`config.mk`:
```
export PLATFORM = sky130hd
export DESIGN_NAME = ram_march_bist
export DESIGN_NICKNAME = d
export VERILOG_FILES = /design/src/rtl/ram_bist_pkg.sv /design/src/rtl/ram_bist_cmp.sv /design/src/rtl/ram_march_bist.sv
export SDC_FILE = /design/constraint.sdc
export NUM_CORES = 1
export LEC_CHECK = 0
export CAP_MARGIN = 20
export CORE_MARGIN = 5
export CORE_UTILIZATION = 52
export CTS_CLUSTER_DIAMETER = 30
export CTS_CLUSTER_SIZE = 14
export DETAILED_ROUTE_END_ITERATION = 10
export PLACE_DENSITY = 0.78
export SYNTH_ARGS = -nofsm -noshare
export SYNTH_HDL_FRONTEND = slang
export SYNTH_SLANG_ARGS = --single-unit
```
`constraint.sdc`:
```
create_clock -name clk -period 2.24 [get_ports clk]
set_input_delay 0.448 -clock clk [delete_from_list [all_inputs] [get_ports clk]]
set_output_delay 0.448 -clock clk [all_outputs]
set_load 0.005 [all_outputs]
```
`src/rtl/ram_bist_pkg.sv`:
```
// Shared definitions for the RAM march BIST: FSM states and default geometry/pattern.
// Defaults describe a 16x8 RAM with a single-cycle registered read.
package ram_bist_pkg;

    localparam int         DEF_ADDR_W  = 4;
    localparam int         DEF_DATA_W  = 8;
    localparam logic [7:0] DEF_PATTERN = 8'hA5;
    localparam int         DEF_RD_LAT  = 1;

    typedef enum logic [2:0] {
        IDLE,
        WR_ASC,
        RD_ASC,
        WR_INV,
        RD_DESC,
        DONE
    } state_t;

endpackage

```
`src/rtl/ram_bist_cmp.sv`:
```
// Read-check pipeline: carries each issued address/expected value RD_LAT+1 cycles
// alongside a registered copy of ram_dout, so the compare is a flop-to-flop path.
module ram_bist_cmp #(
    parameter int ADDR_W = 4,
    parameter int DATA_W = 8,
    parameter int RD_LAT = 1
) (
    input  logic              clk,
    input  logic              rst_n,
    input  logic              issue_vld,
    input  logic              issue_last,
    input  logic [ADDR_W-1:0] issue_addr,
    input  logic [DATA_W-1:0] issue_exp,
    input  logic [DATA_W-1:0] ram_dout,
    output logic              cmp_vld,
    output logic              cmp_last,
    output logic              cmp_err,
    output logic [ADDR_W-1:0] cmp_addr,
    output logic [DATA_W-1:0] cmp_data
);

    localparam int DEPTH = RD_LAT + 1;

    logic [DEPTH-1:0]  vld_q;
    logic [DEPTH-1:0]  last_q;
    logic [ADDR_W-1:0] addr_q [DEPTH];
    logic [DATA_W-1:0] exp_q  [DEPTH];
    logic [DATA_W-1:0] dout_q;

    always_ff @(posedge clk or negedge rst_n) begin
        if (!rst_n) begin
            vld_q  <= '0;
            last_q <= '0;
            dout_q <= '0;
            for (int i = 0; i < DEPTH; i++) begin
                addr_q[i] <= '0;
                exp_q[i]  <= '0;
            end
        end else begin
            vld_q     <= {vld_q[DEPTH-2:0], issue_vld};
            last_q    <= {last_q[DEPTH-2:0], issue_last};
            addr_q[0] <= issue_addr;
            exp_q[0]  <= issue_exp;
            for (int i = 1; i < DEPTH; i++) begin
                addr_q[i] <= addr_q[i-1];
                exp_q[i]  <= exp_q[i-1];
            end
            dout_q <= ram_dout;
        end
    end

    assign cmp_vld  = vld_q[DEPTH-1];
    assign cmp_last = last_q[DEPTH-1];
    assign cmp_addr = addr_q[DEPTH-1];
    assign cmp_data = dout_q;
    assign cmp_err  = vld_q[DEPTH-1] && (dout_q != exp_q[DEPTH-1]);

endmodule

```
`src/rtl/ram_march_bist.sv`:
```
// March BIST for a single-port RAM: write PATTERN ascending, read ascending,
// write ~PATTERN ascending, read descending; stops at the first mismatch.
module ram_march_bist
    import ram_bist_pkg::*;
#(
    parameter int                ADDR_W  = DEF_ADDR_W,
    parameter int                DATA_W  = DEF_DATA_W,
    parameter logic [DATA_W-1:0] PATTERN = DATA_W'(DEF_PATTERN),
    parameter int                RD_LAT  = DEF_RD_LAT
) (
    input  logic              clk,
    input  logic              rst_n,
    input  logic              start,
    output logic              ram_we,
    output logic [ADDR_W-1:0] ram_addr,
    output logic [DATA_W-1:0] ram_din,
    input  logic [DATA_W-1:0] ram_dout,
    output logic              busy,
    output logic              done,
    output logic              pass,
    output logic [ADDR_W-1:0] fail_addr,
    output logic [DATA_W-1:0] fail_data
);

    localparam logic [ADDR_W-1:0] ADDR_MAX = '1;
    localparam logic [ADDR_W-1:0] ADDR_ONE = ADDR_W'(1);

    state_t            state, state_nxt;
    logic              rd_issue, rd_issue_nxt;
    logic              ram_we_nxt;
    logic [ADDR_W-1:0] ram_addr_nxt;
    logic [DATA_W-1:0] ram_din_nxt;
    logic              busy_nxt, done_nxt, pass_nxt;
    logic [ADDR_W-1:0] fail_addr_nxt;
    logic [DATA_W-1:0] fail_data_nxt;

    logic              issue_last;
    logic [DATA_W-1:0] issue_exp;
    logic              cmp_vld, cmp_last, cmp_err;
    logic [ADDR_W-1:0] cmp_addr;
    logic [DATA_W-1:0] cmp_data;

    assign issue_exp  = (state == RD_ASC) ? PATTERN : ~PATTERN;
    assign issue_last = (state == RD_ASC) ? (ram_addr == ADDR_MAX) : (ram_addr == '0);

    ram_bist_cmp #(
        .ADDR_W (ADDR_W),
        .DATA_W (DATA_W),
        .RD_LAT (RD_LAT)
    ) u_cmp (
        .clk        (clk),
        .rst_n      (rst_n),
        .issue_vld  (rd_issue),
        .issue_last (issue_last),
        .issue_addr (ram_addr),
        .issue_exp  (issue_exp),
        .ram_dout   (ram_dout),
        .cmp_vld    (cmp_vld),
        .cmp_last   (cmp_last),
        .cmp_err    (cmp_err),
        .cmp_addr   (cmp_addr),
        .cmp_data   (cmp_data)
    );

    always_ff @(posedge clk or negedge rst_n) begin
        if (!rst_n) begin
            state     <= IDLE;
            rd_issue  <= 1'b0;
            ram_we    <= 1'b0;
            ram_addr  <= '0;
            ram_din   <= '0;
            busy      <= 1'b0;
            done      <= 1'b0;
            pass      <= 1'b0;
            fail_addr <= '0;
            fail_data <= '0;
        end else begin
            state     <= state_nxt;
            rd_issue  <= rd_issue_nxt;
            ram_we    <= ram_we_nxt;
            ram_addr  <= ram_addr_nxt;
            ram_din   <= ram_din_nxt;
            busy      <= busy_nxt;
            done      <= done_nxt;
            pass      <= pass_nxt;
            fail_addr <= fail_addr_nxt;
            fail_data <= fail_data_nxt;
        end
    end

    always_comb begin
        state_nxt     = state;
        rd_issue_nxt  = rd_issue;
        ram_we_nxt    = ram_we;
        ram_addr_nxt  = ram_addr;
        ram_din_nxt   = ram_din;
        busy_nxt      = busy;
        done_nxt      = done;
        pass_nxt      = pass;
        fail_addr_nxt = fail_addr;
        fail_data_nxt = fail_data;

        case (state)
            IDLE, DONE: begin
                if (start) begin
                    state_nxt     = WR_ASC;
                    busy_nxt      = 1'b1;
                    done_nxt      = 1'b0;
                    pass_nxt      = 1'b0;
                    fail_addr_nxt = '0;
                    fail_data_nxt = '0;
                    ram_we_nxt    = 1'b1;
                    ram_addr_nxt  = '0;
                    ram_din_nxt   = PATTERN;
                end
            end
            WR_ASC: begin
                if (ram_addr == ADDR_MAX) begin
                    state_nxt    = RD_ASC;
                    ram_we_nxt   = 1'b0;
                    ram_addr_nxt = '0;
                    rd_issue_nxt = 1'b1;
                end else begin
                    ram_addr_nxt = ram_addr + ADDR_ONE;
                end
            end
            RD_ASC: begin
                // Address holds at the last value while the pipeline drains.
                if (rd_issue) begin
                    if (ram_addr == ADDR_MAX) rd_issue_nxt = 1'b0;
                    else                      ram_addr_nxt = ram_addr + ADDR_ONE;
                end
                if (cmp_vld && cmp_last && !cmp_err) begin
                    state_nxt    = WR_INV;
                    ram_we_nxt   = 1'b1;
                    ram_addr_nxt = '0;
                    ram_din_nxt  = ~PATTERN;
                end
            end
            WR_INV: begin
                if (ram_addr == ADDR_MAX) begin
                    state_nxt    = RD_DESC;
                    ram_we_nxt   = 1'b0;
                    ram_addr_nxt = ADDR_MAX;
                    rd_issue_nxt = 1'b1;
                end else begin
                    ram_addr_nxt = ram_addr + ADDR_ONE;
                end
            end
            RD_DESC: begin
                if (rd_issue) begin
                    if (ram_addr == '0) rd_issue_nxt = 1'b0;
                    else                ram_addr_nxt = ram_addr - ADDR_ONE;
                end
                if (cmp_vld && cmp_last && !cmp_err) begin
                    state_nxt = DONE;
                    busy_nxt  = 1'b0;
                    done_nxt  = 1'b1;
                    pass_nxt  = 1'b1;
                end
            end
            default: state_nxt = IDLE;
        endcase

        // First mismatch wins; results still in the pipeline are ignored in DONE.
        if ((state == RD_ASC || state == RD_DESC) && cmp_err) begin
            state_nxt     = DONE;
            busy_nxt      = 1'b0;
            done_nxt      = 1'b1;
            pass_nxt      = 1'b0;
            fail_addr_nxt = cmp_addr;
            fail_data_nxt = cmp_data;
            ram_we_nxt    = 1'b0;
            rd_issue_nxt  = 1'b0;
        end
    end

endmodule

```
==> metrics, run 1 <==
status finished, final reports clean; Synth Warn # 0; met2 routed WL 2.29 mm; Nets 275; WS Path Type reg -> reg; Post-synth top cells 50 x dfrtp_1, 19 x inv_1, 19 x nand3_1; RSZ-0062 raised after global routing true; I/O Pins 39; Port-buffer cells 38; Tot Pwr 1.68 mW; Synth Cell Area 0.00231 mm^2; Critical Path End state[0]; Routed WL 4.84 mm; Post-synth EDFFs 0; Leakage 1.28 nW; # fillers 363; number of global-route vias before repair 1679; DRT met1 WL 2.21 mm; Std-Cell Rows 24; crit end category register; share of layout cells above drive strength 1 13.3%; Worst path depth 6; Non-Filler Instances 315; DPL Wire Length 3.51 mm; GRT Overall Usage 17.4%; per-cell routed wire length 15.4 um; CP Launch Point u_cmp.cmp_data[0]; achievable frequency 467 MHz; worst reg2reg startpoint u_cmp.cmp_data[0]; cts bufs inserted 5; Synth area leaders dfrtp_1 54%, nand3_1 4.1%, o21ai_0 3.9%; Starting Density 53.3%; Period Utilization, post-route 95.6%; Critical Path AT 2.33 ns; Die H 76.6 um; H-tree depth 2; Synth top area share 54.3%; CP startpoint kind register; antenna fix cells 0; asr flop ratio synth 100%; cell count after synthesis 225; core region area 0.00432 mm^2; Mean Syn Cell Area 10.2 um^2; synthesized flop and latch total 50; max layer used met4; largest vdd supply drop 0.508 mV; worst path cell trace or4_4 -> mux2_4 -> o31ai_2 -> a21oi_1 -> o32ai_1 -> a211oi_1; initial antenna violation count 0; Root Buffer Master clkbuf_8; slowest CP cell or4_4; Post-CTS Hold Buffers 0; Die Width 76.6 um; most frequent cell after synthesis dfrtp_1; critical path buffer and inverter count 0; CTS tree done; Final Hold Viols 0; Rel. slew slack 66.7%; Cells after DPL 306; max-slew violations 0; die area 0.00587 mm^2; CTS sink cnt 50; cell taking the most area after synthesis dfrtp_1; r2r setup slk 0.1 ns; clock slew at reported path FFs 0.10 ns; worst hold path type in -> async; DR vias/cell 5.62; DRT antenna net count 0; clk_lat worst skew 0.31 ns; Most used DFF post-synth dfrtp_1; initial drt markers 127; Tightest Pin Transition 0.499 ns; R2R cell count 6; post-synthesis sequential area ratio 54.3%; largest net degree at the start of global routing 30; TritonRoute pass-1 iters 5; Critical R2R Capture state[0]; Worst Skew 0.0128 ns; delay-heaviest family, CP compound AO/OA/AOI/OAI gates; final weighted congestion in routability-driven placement 0.861; DR WL met3 273 um; GRT overflow 0; min cycle time layout 2.14 ns; Clock Path Buffers 2; DRC errors left 0; CP max stage delay 0.55 ns; final setup vio count 0; Syn Nets 238; Critical Path Fanout Max 4; max cap viols 0; Critical Path RT 2.42 ns; Via Count 1770; Layout area overhead 24.5%; power per cell area 586 mW/mm^2; Unique masters post-synth 51; first-pass GRT wire length 8.36 mm
==> layout make-up <==
class,count,area (um^2),area share [%]
inverter,19,71.3,2.48
multi-input combinational,137,885,30.8
clock inverter,3,47.5,1.66
sequential,50,1250,43.6
timing repair buffer,49,483,16.8
tap,52,65.1,2.27
clock buffer,5,68.8,2.40
==> power by group <==
part / internal (mW) / leakage [nW] / switching (mW)
clock: 0.339 / 0.0587 / 0.312
combinational: 0.0507 / 0.648 / 0.0458
sequential: 0.920 / 0.571 / 0.0146
==> per-layer routing <==
| metal | GRT usage [%] | up-vias |
|---|---|---|
| met2 | 26.3 | 51 |
| met4 | 5.42 | 0 |
| met3 | 4.02 | 7 |
| met1 | 24.9 | 861 |
| li1 | - | 851 |
| met5 | 0 | - |
==> layout by cell type (no fill, tap or decap), types with 2 or more instances in the layout <==
| cell | Yosys | routed |
|---|---|---|
| clkdlybuf4s50_1 | 0 | 37 |
| o32ai_1 | 2 | 2 |
| a211o_1 | 2 | 2 |
| o21ai_2 | 2 | 2 |
| mux2_4 | 2 | 2 |
| nand2b_1 | 5 | 5 |
| o21ai_0 | 18 | 18 |
| a211oi_1 | 2 | 2 |
| nor3_1 | 2 | 2 |
| buf_12 | 0 | 2 |
| a21oi_1 | 5 | 5 |
| a22o_1 | 2 | 2 |
| nand2_1 | 14 | 14 |
| nor2b_1 | 4 | 4 |
| o21ai_1 | 5 | 5 |
| dfrtp_1 | 50 | 50 |
| a31oi_1 | 2 | 2 |
| or3b_2 | 2 | 2 |
| nand4_1 | 2 | 2 |
| ha_1 | 2 | 2 |
| nor2_1 | 16 | 16 |
| nand3_1 | 19 | 19 |
| clkbuf_8 | 0 | 5 |
| inv_1 | 19 | 19 |
| buf_4 | 7 | 9 |
| a21o_1 | 2 | 2 |
==> worst reg2reg max path: stages, from the launching register on <==
cell,delay [ns]
dfrtp_1,0.42
or4_4,0.55
mux2_4,0.31
o31ai_2,0.24
a21oi_1,0.15
o32ai_1,0.27
a211oi_1,0.08
==> kinds of logic (layout without fill, tap and decap cells) <==
family                     after synthesis  in the layout  share of synthesized area (%)
xor gates and xnor gates                 1              1                          0.380
adders and majority gates                2              2                           1.09
buffers and inverters                   38             76                           7.54
and+or+nand+nor                         71             71                           15.7
muxes                                    4              4                           2.17
DFF                                     50             50                           54.3
AOI/OAI and AO/OA                       59             59                           18.8
==> what timing repair did <==
| item | CTS | global route |
|---|---|---|
| gates resized for setup | 0 | 1 |
| setup endpoints to repair | 0 | 1 |
| buffers inserted | 0 | 1 |
==> metrics by stage <==
stage	instance area [um^2]	TNS, ns	hold slack, ns	worst slack [ns]	util (%)
2_1_floorplan	2310	0	0.152	0.293	-
4_1_cts	2860	0	0.102	0.0969	66.1
6_report	2870	0	0.0931	0.0992	66.4
3_3_place_gp	2740	0	0.333	0.138	63.5
5_1_grt	2870	-0.00456	0.134	-0.00337	66.4
3_5_place_dp	2740	0	0.335	0.114	63.5
==> worst min path at each step <==
stage,slack [ns],cells past startpoint,to,start
after global placement,0.33,0,u_cmp.exp_q[6],u_cmp.exp_q[14]
final,0.09,1,u_cmp.cmp_data[5],rst_n
after CTS,0.10,1,fail_data[4],rst_n
after detailed placement,0.33,0,u_cmp.cmp_addr[0],u_cmp.addr_q[4]
after floorplan,0.15,0,busy,rst_n
after global routing,0.13,1,u_cmp.cmp_data[2],rst_n
==> sequential cells by signal, indices dropped and copies added, names as in the netlist <==
name / count
busy: 1
done: 1
fail_addr: 4
fail_data: 8
pass: 1
ram_addr: 4
ram_din: 2
ram_we: 1
rd_issue: 1
state: 3
u_cmp.addr_q: 4
u_cmp.cmp_addr: 4
u_cmp.cmp_data: 8
u_cmp.exp_q: 4
u_cmp.last_q: 2
u_cmp.vld_q: 2
Power figures use the tool's default switching activity.
==> inputs of run 2 (changes only) <==
- CORE_UTILIZATION: 52 -> 54
- PLACE_DENSITY: 0.78 -> 0.8
- SYNTH_HIERARCHICAL: unset -> 1
==> metrics, run 2 <==
status finished, final reports clean; Root Buffer Master clkbuf_8; Synth Cell Area 0.00258 mm^2; final weighted congestion in routability-driven placement 0.890; area share of fa/ha/maj cells after synthesis 0.971%; cts bufs inserted 9; RSZ-0062 raised after global routing true; Unique masters post-synth 46; Tightest Pin Transition 0.848 ns; Via Count 1815; clock slew at reported path FFs 0.06 ns; Critical Path AT 2.39 ns; largest vdd supply drop 0.641 mV; Post-synth EDFFs 0; Die Width 79.1 um; crit end category register; Synth area leaders dfrtp_1 60%, nand2_1 5.1%, o21ai_0 3.9%; worst slack at placement 0.00127 ns; Most used DFF post-synth dfrtp_1; Synth Warn # 6; most frequent cells in the layout 62 x dfrtp_1, 37 x clkdlybuf4s50_1, 35 x nand2_1, 20 x o21ai_0; CP startpoint kind register; share of layout cells above drive strength 1 14.6%; Die H 79.1 um; final setup vio count 0; DRT antenna net count 0; largest net degree at the start of global routing 42; DRC errors left 0; Comb pwr share 2.2%; max cap viols 0; # fillers 354; GRT Overall Usage 18.0%; post-synthesis sequential area ratio 60.2%; Largest Register u_cmp/exp_q; Final Hold Viols 0; per-cell routed wire length 15.2 um; most frequent cell after synthesis dfrtp_1; CTS sink cnt 62; post-synthesis simple-gate area fraction 13.5%; Final Worst Setup Slack 0.0545 ns; WS Path Type reg -> reg; cell count after synthesis 229; DRT met1 WL 2.30 mm; I/O Pins 39; Critical Path RT 2.45 ns; CTS tree done; Critical Path Fanout Max 4; Period Utilization, post-route 97.6%; Port-buffer cells 38; max layer used met4; CP max stage delay 0.40 ns; Tot Pwr 2.38 mW; Synth top area share 60.2%; max-slew violations 0; initial drt markers 84; Post-CTS Hold Buffers 0; commonest non-fill, non-tap cell in the layout dfrtp_1; setup TNS 0 ns; min cycle time layout 2.19 ns; Leakage 1.44 nW; post-layout util 68.9%; DR vias/cell 5.53; worst path cell trace xor2_1 -> nor4_2 -> a21boi_1 -> nand3b_1 -> o211ai_2 -> o221ai_2 -> or2_4 -> mux2_4; Nets 282; Clk pwr share 50.1%; first-pass GRT wire length 8.53 mm; synthesized flop and latch total 62; power per cell area 736 mW/mm^2; Routed WL 4.99 mm; GRT overflow 0; Psw 0.426 mW; Mean Syn Cell Area 11.2 um^2; worst hold path type in -> async; Post-synth top cells 62 x dfrtp_1, 35 x nand2_1, 20 x o21ai_0; met2 routed WL 2.30 mm; cell taking the most area after synthesis dfrtp_1; Rel. slew slack 43.1%; clk_lat worst skew 0.32 ns; slowest CP cell dfrtp_1; post-synthesis mux area share 0.971%; antenna fix cells 0; switch share 17.9%; xor/xnor share of the synthesized area 3.74%; max reg flops 16; initial antenna violation count 0; core region area 0.00469 mm^2; DPL Wire Length 3.42 mm; TritonRoute pass-1 iters 4; R2R cell count 8; asr flop ratio synth 100%; die area 0.00625 mm^2; sequential share of power 47.6%; Std-Cell Rows 25; Clock Path Buffers 2; Worst Skew 0.00595 ns; Cells after DPL 311; number of global-route vias before repair 1818; Starting Density 54.9%; Layout area overhead 25.4%; DR WL met3 285 um; achievable frequency 458 MHz; largest family of logic cells by synthesized area compound AO/OA/AOI/OAI gates; Internal 1.95 mW; compound-gate portion of the synthesized area 13.6%; Non-Filler Instances 328; Syn Nets 242; H-tree depth 3
[run 2: power groups by stage]
stage                     sequential (mW)  clock [mW]  combinational (mW)
after floorplan                      1.15           0             0.00558
after global placement               1.15           0              0.0519
after detailed placement             1.15           0              0.0521
after CTS                            1.13        1.22              0.0535
after global routing                 1.13        1.28              0.0598
final                                1.13        1.19              0.0529
[run 2: critical path: cells and delay by family, from the launching register on]
family          cells  cell delay [ns]
compound gates      3             0.37
simple gates        3             0.84
mux                 1             0.30
flops               1             0.40
xor+xnor            1             0.16
[run 2: worst paths after layout]
path                              endpoint              start  slack (ns)
max                            ram_addr[1]  u_cmp/cmp_data[2]        0.05
min                        u_cmp/exp_q[13]              rst_n         0.1
max reg2reg                    ram_addr[1]  u_cmp/cmp_data[2]        0.05
min reg2reg                 u_cmp/exp_q[3]    u_cmp/exp_q[11]        0.35
max in group asynchronous  u_cmp/addr_q[4]              rst_n        1.56
min in group clk            u_cmp/exp_q[3]    u_cmp/exp_q[11]        0.35
[run 2: kinds of logic (layout without fill, tap and decap cells)]
kind of cell    after synthesis  count (layout)
compound gates               55              55
simple gates                 69              69
mux                           2               2
flops                        62              62
buf+inv                      28              73
fa+ha+maj                     2               2
xor+xnor                     11              11
[run 2: metal layers]
metal | global-route usage, % | vias up
li1 | - | 855
met1 | 23.7 | 892
met2 | 26.9 | 59
met3 | 6.01 | 9
met4 | 8.76 | 0
met5 | 0 | -
[run 2: area by class of cell]
cell class	instances	area, um^2	share of cell area, %
sequential	62	1550	48.0
multi-input combinational	139	856	26.5
timing repair buffer	50	478	14.8
clock buffer	13	159	4.92
clock inverter	3	90.1	2.79
tap	54	67.6	2.09
inverter	7	28.8	0.891
[run 2: repair_timing]
| action | 4_1_cts | 5_1_grt |
|---|---|---|
| endpoints found under the setup margin | 1 | 3 |
| resized for setup | 1 | 1 |
| cloned | 0 | 0 |
| pin swaps | 0 | 4 |
| hold endpoints to repair | 0 | 0 |
| setup buffers | 0 | 1 |
[run 2: through the flow]
step                hold slack, ns  cell area (um^2)
global route                 0.115              3230
global placement             0.332              2960
floorplan                    0.152              2580
CTS                         0.0991              3220
finish                      0.0994              3230
detailed placement           0.335              2960
==> inputs of run 3 (changes only) <==
- PLACE_DENSITY: 0.8 -> unset
- PLACE_DENSITY_LB_ADDON: unset -> 0.08
==> metrics, run 3 (synthesis gave the netlist of run 2 again) <==
status finished, final reports clean; Critical Path End ram_addr[0]; # fillers 344; first-pass GRT wire length 8.53 mm; GRT overflow 0; max-slew violations 0; multi-input logic area 867 um^2; Largest Register u_cmp/exp_q; CP startpoint kind register; max reg flops 16; CTS sink cnt 62; final setup vio count 0; largest vdd supply drop 0.471 mV; most frequent cells in the layout 62 x dfrtp_1, 37 x clkdlybuf4s50_1, 35 x nand2_1, 20 x o21ai_0, 14 x buf_4; Tightest Pin Transition 0.928 ns; CTS tree done; delay-heaviest family, CP simple AND/OR/NAND/NOR gates; WS Path Type reg -> reg; Storage cell area 0.00155 mm^2; DRT met1 WL 2.32 mm; Starting Density 54.9%; DRT antenna net count 0; DRC errors left 0; worst path cell trace xor2_1 -> nor4_2 -> a21boi_1 -> nand3b_1 -> o211ai_2 -> o221ai_2 -> buf_4 -> nor3_1 -> o22ai_1; GRT Overall Usage 18.1%; Critical Path Fanout Max 3; core region area 0.00469 mm^2; Clock Path Buffers 2; DR vias/cell 5.37; die area 0.00625 mm^2; Leakage 1.45 nW; I/O Pins 39; antenna fix cells 0; min cycle time layout 2.17 ns; TritonRoute pass-1 iters 4; initial antenna violation count 0; CP Launch Point u_cmp/cmp_data[4]; Port-buffer cells 38; share of layout cells above drive strength 1 17.0%; Nets 285; clock slew at reported path FFs 0.07 ns; max cap viols 0; slowest CP cell dfrtp_1; Worst Skew 0.00767 ns; cts bufs inserted 9; CP max stage delay 0.40 ns; largest net degree at the start of global routing 36; Period Utilization, post-route 96.7%; Layout area overhead 26.1%; Die H 79.1 um; Final Hold Viols 0; worst hold path type in -> async; commonest non-fill, non-tap cell in the layout dfrtp_1; number of global-route vias before repair 1776; Hold WS 0.125 ns; Via Count 1777; critical path buffer and inverter count 1; Rel. slew slack 37.7%; RSZ-0062 raised after global routing true; r2r setup slk 0.07 ns; R2R cell count 9; DR WL met3 278 um; Tot Pwr 2.28 mW; Critical Path AT 2.36 ns; Worst path depth 9; DPL Wire Length 3.45 mm; Routed WL 4.96 mm; achievable frequency 462 MHz; Root Buffer Master clkbuf_8; final weighted congestion in routability-driven placement 0.898; crit end category register; max layer used met4; power per cell area 703 mW/mm^2; Std-Cell Rows 25; H-tree depth 3; worst reg2reg startpoint u_cmp/cmp_data[4]; met2 routed WL 2.31 mm; Die Width 79.1 um; per-cell routed wire length 15.0 um; initial drt markers 62; Critical R2R Capture ram_addr[0]; clk_lat worst skew 0.33 ns; Critical Path RT 2.44 ns
[run 3: final cells by class]
class | instances | area share [%]
flip-flops and latches | 62 | 47.8
multi-input cells | 139 | 26.7
repair buffers | 53 | 15.4
clock buffers | 11 | 4.66
clock inverters | 5 | 2.50
well taps | 54 | 2.08
inverters | 7 | 0.886
[run 3: timing repair]
action / CTS / global route
buffers inserted: 0 / 1
hold buffers: 0 / 0
resized for setup: 0 / 4
endpoints found under the setup margin: 0 / 16
[run 3: report_power, final]
group          internal, mW  switching [mW]  total (mW)
logic                0.0239          0.0289      0.0528
registers              1.13         0.00545        1.13
clock network         0.687           0.412        1.10
total                  1.84           0.446        2.28
[run 3: how the worst min path moves through the flow]
stage | startpoint | cells past startpoint | to | slack, ns
2_1_floorplan | rst_n | 0 | busy | 0.15
3_3_place_gp | u_cmp/addr_q[7] | 0 | u_cmp/cmp_addr[3] | 0.33
3_5_place_dp | u_cmp/addr_q[5] | 0 | u_cmp/cmp_addr[1] | 0.33
4_1_cts | rst_n | 1 | fail_data[1] | 0.13
5_1_grt | rst_n | 1 | fail_data[7] | 0.16
6_report | rst_n | 1 | fail_data[1] | 0.13
[run 3: stage by stage]
step | std cells | TNS (ns) | worst slack [ns] | util [%] | cell area (um^2)
detailed placement | 314 | 0 | 0.0774 | 63.6 | 2980
global placement | 314 | 0 | 0.102 | 63.6 | 2980
finish | 331 | 0 | 0.0748 | 69.2 | 3250
CTS | 330 | 0 | 0.0546 | 68.6 | 3220
global route | 331 | -0.102 | -0.0740 | 69.2 | 3250
floorplan | 229 | 0 | 0.149 | - | 2580
[run 3: worst reg2reg max path: cells and delay by family (launching register included)]
kind                      cells  cell delay [ns]
and+or+nand+nor               3             0.83
AOI/OAI and AO/OA             4             0.50
DFF                           1             0.40
buffers and inverters         1             0.16
xor gates and xnor gates      1             0.15
[run 3: routing by layer]
layer,vias to the layer above,GRT usage [%]
met4,0,6.70
li1,866,-
met1,842,24.1
met3,7,6.35
met2,62,27.4
met5,-,0
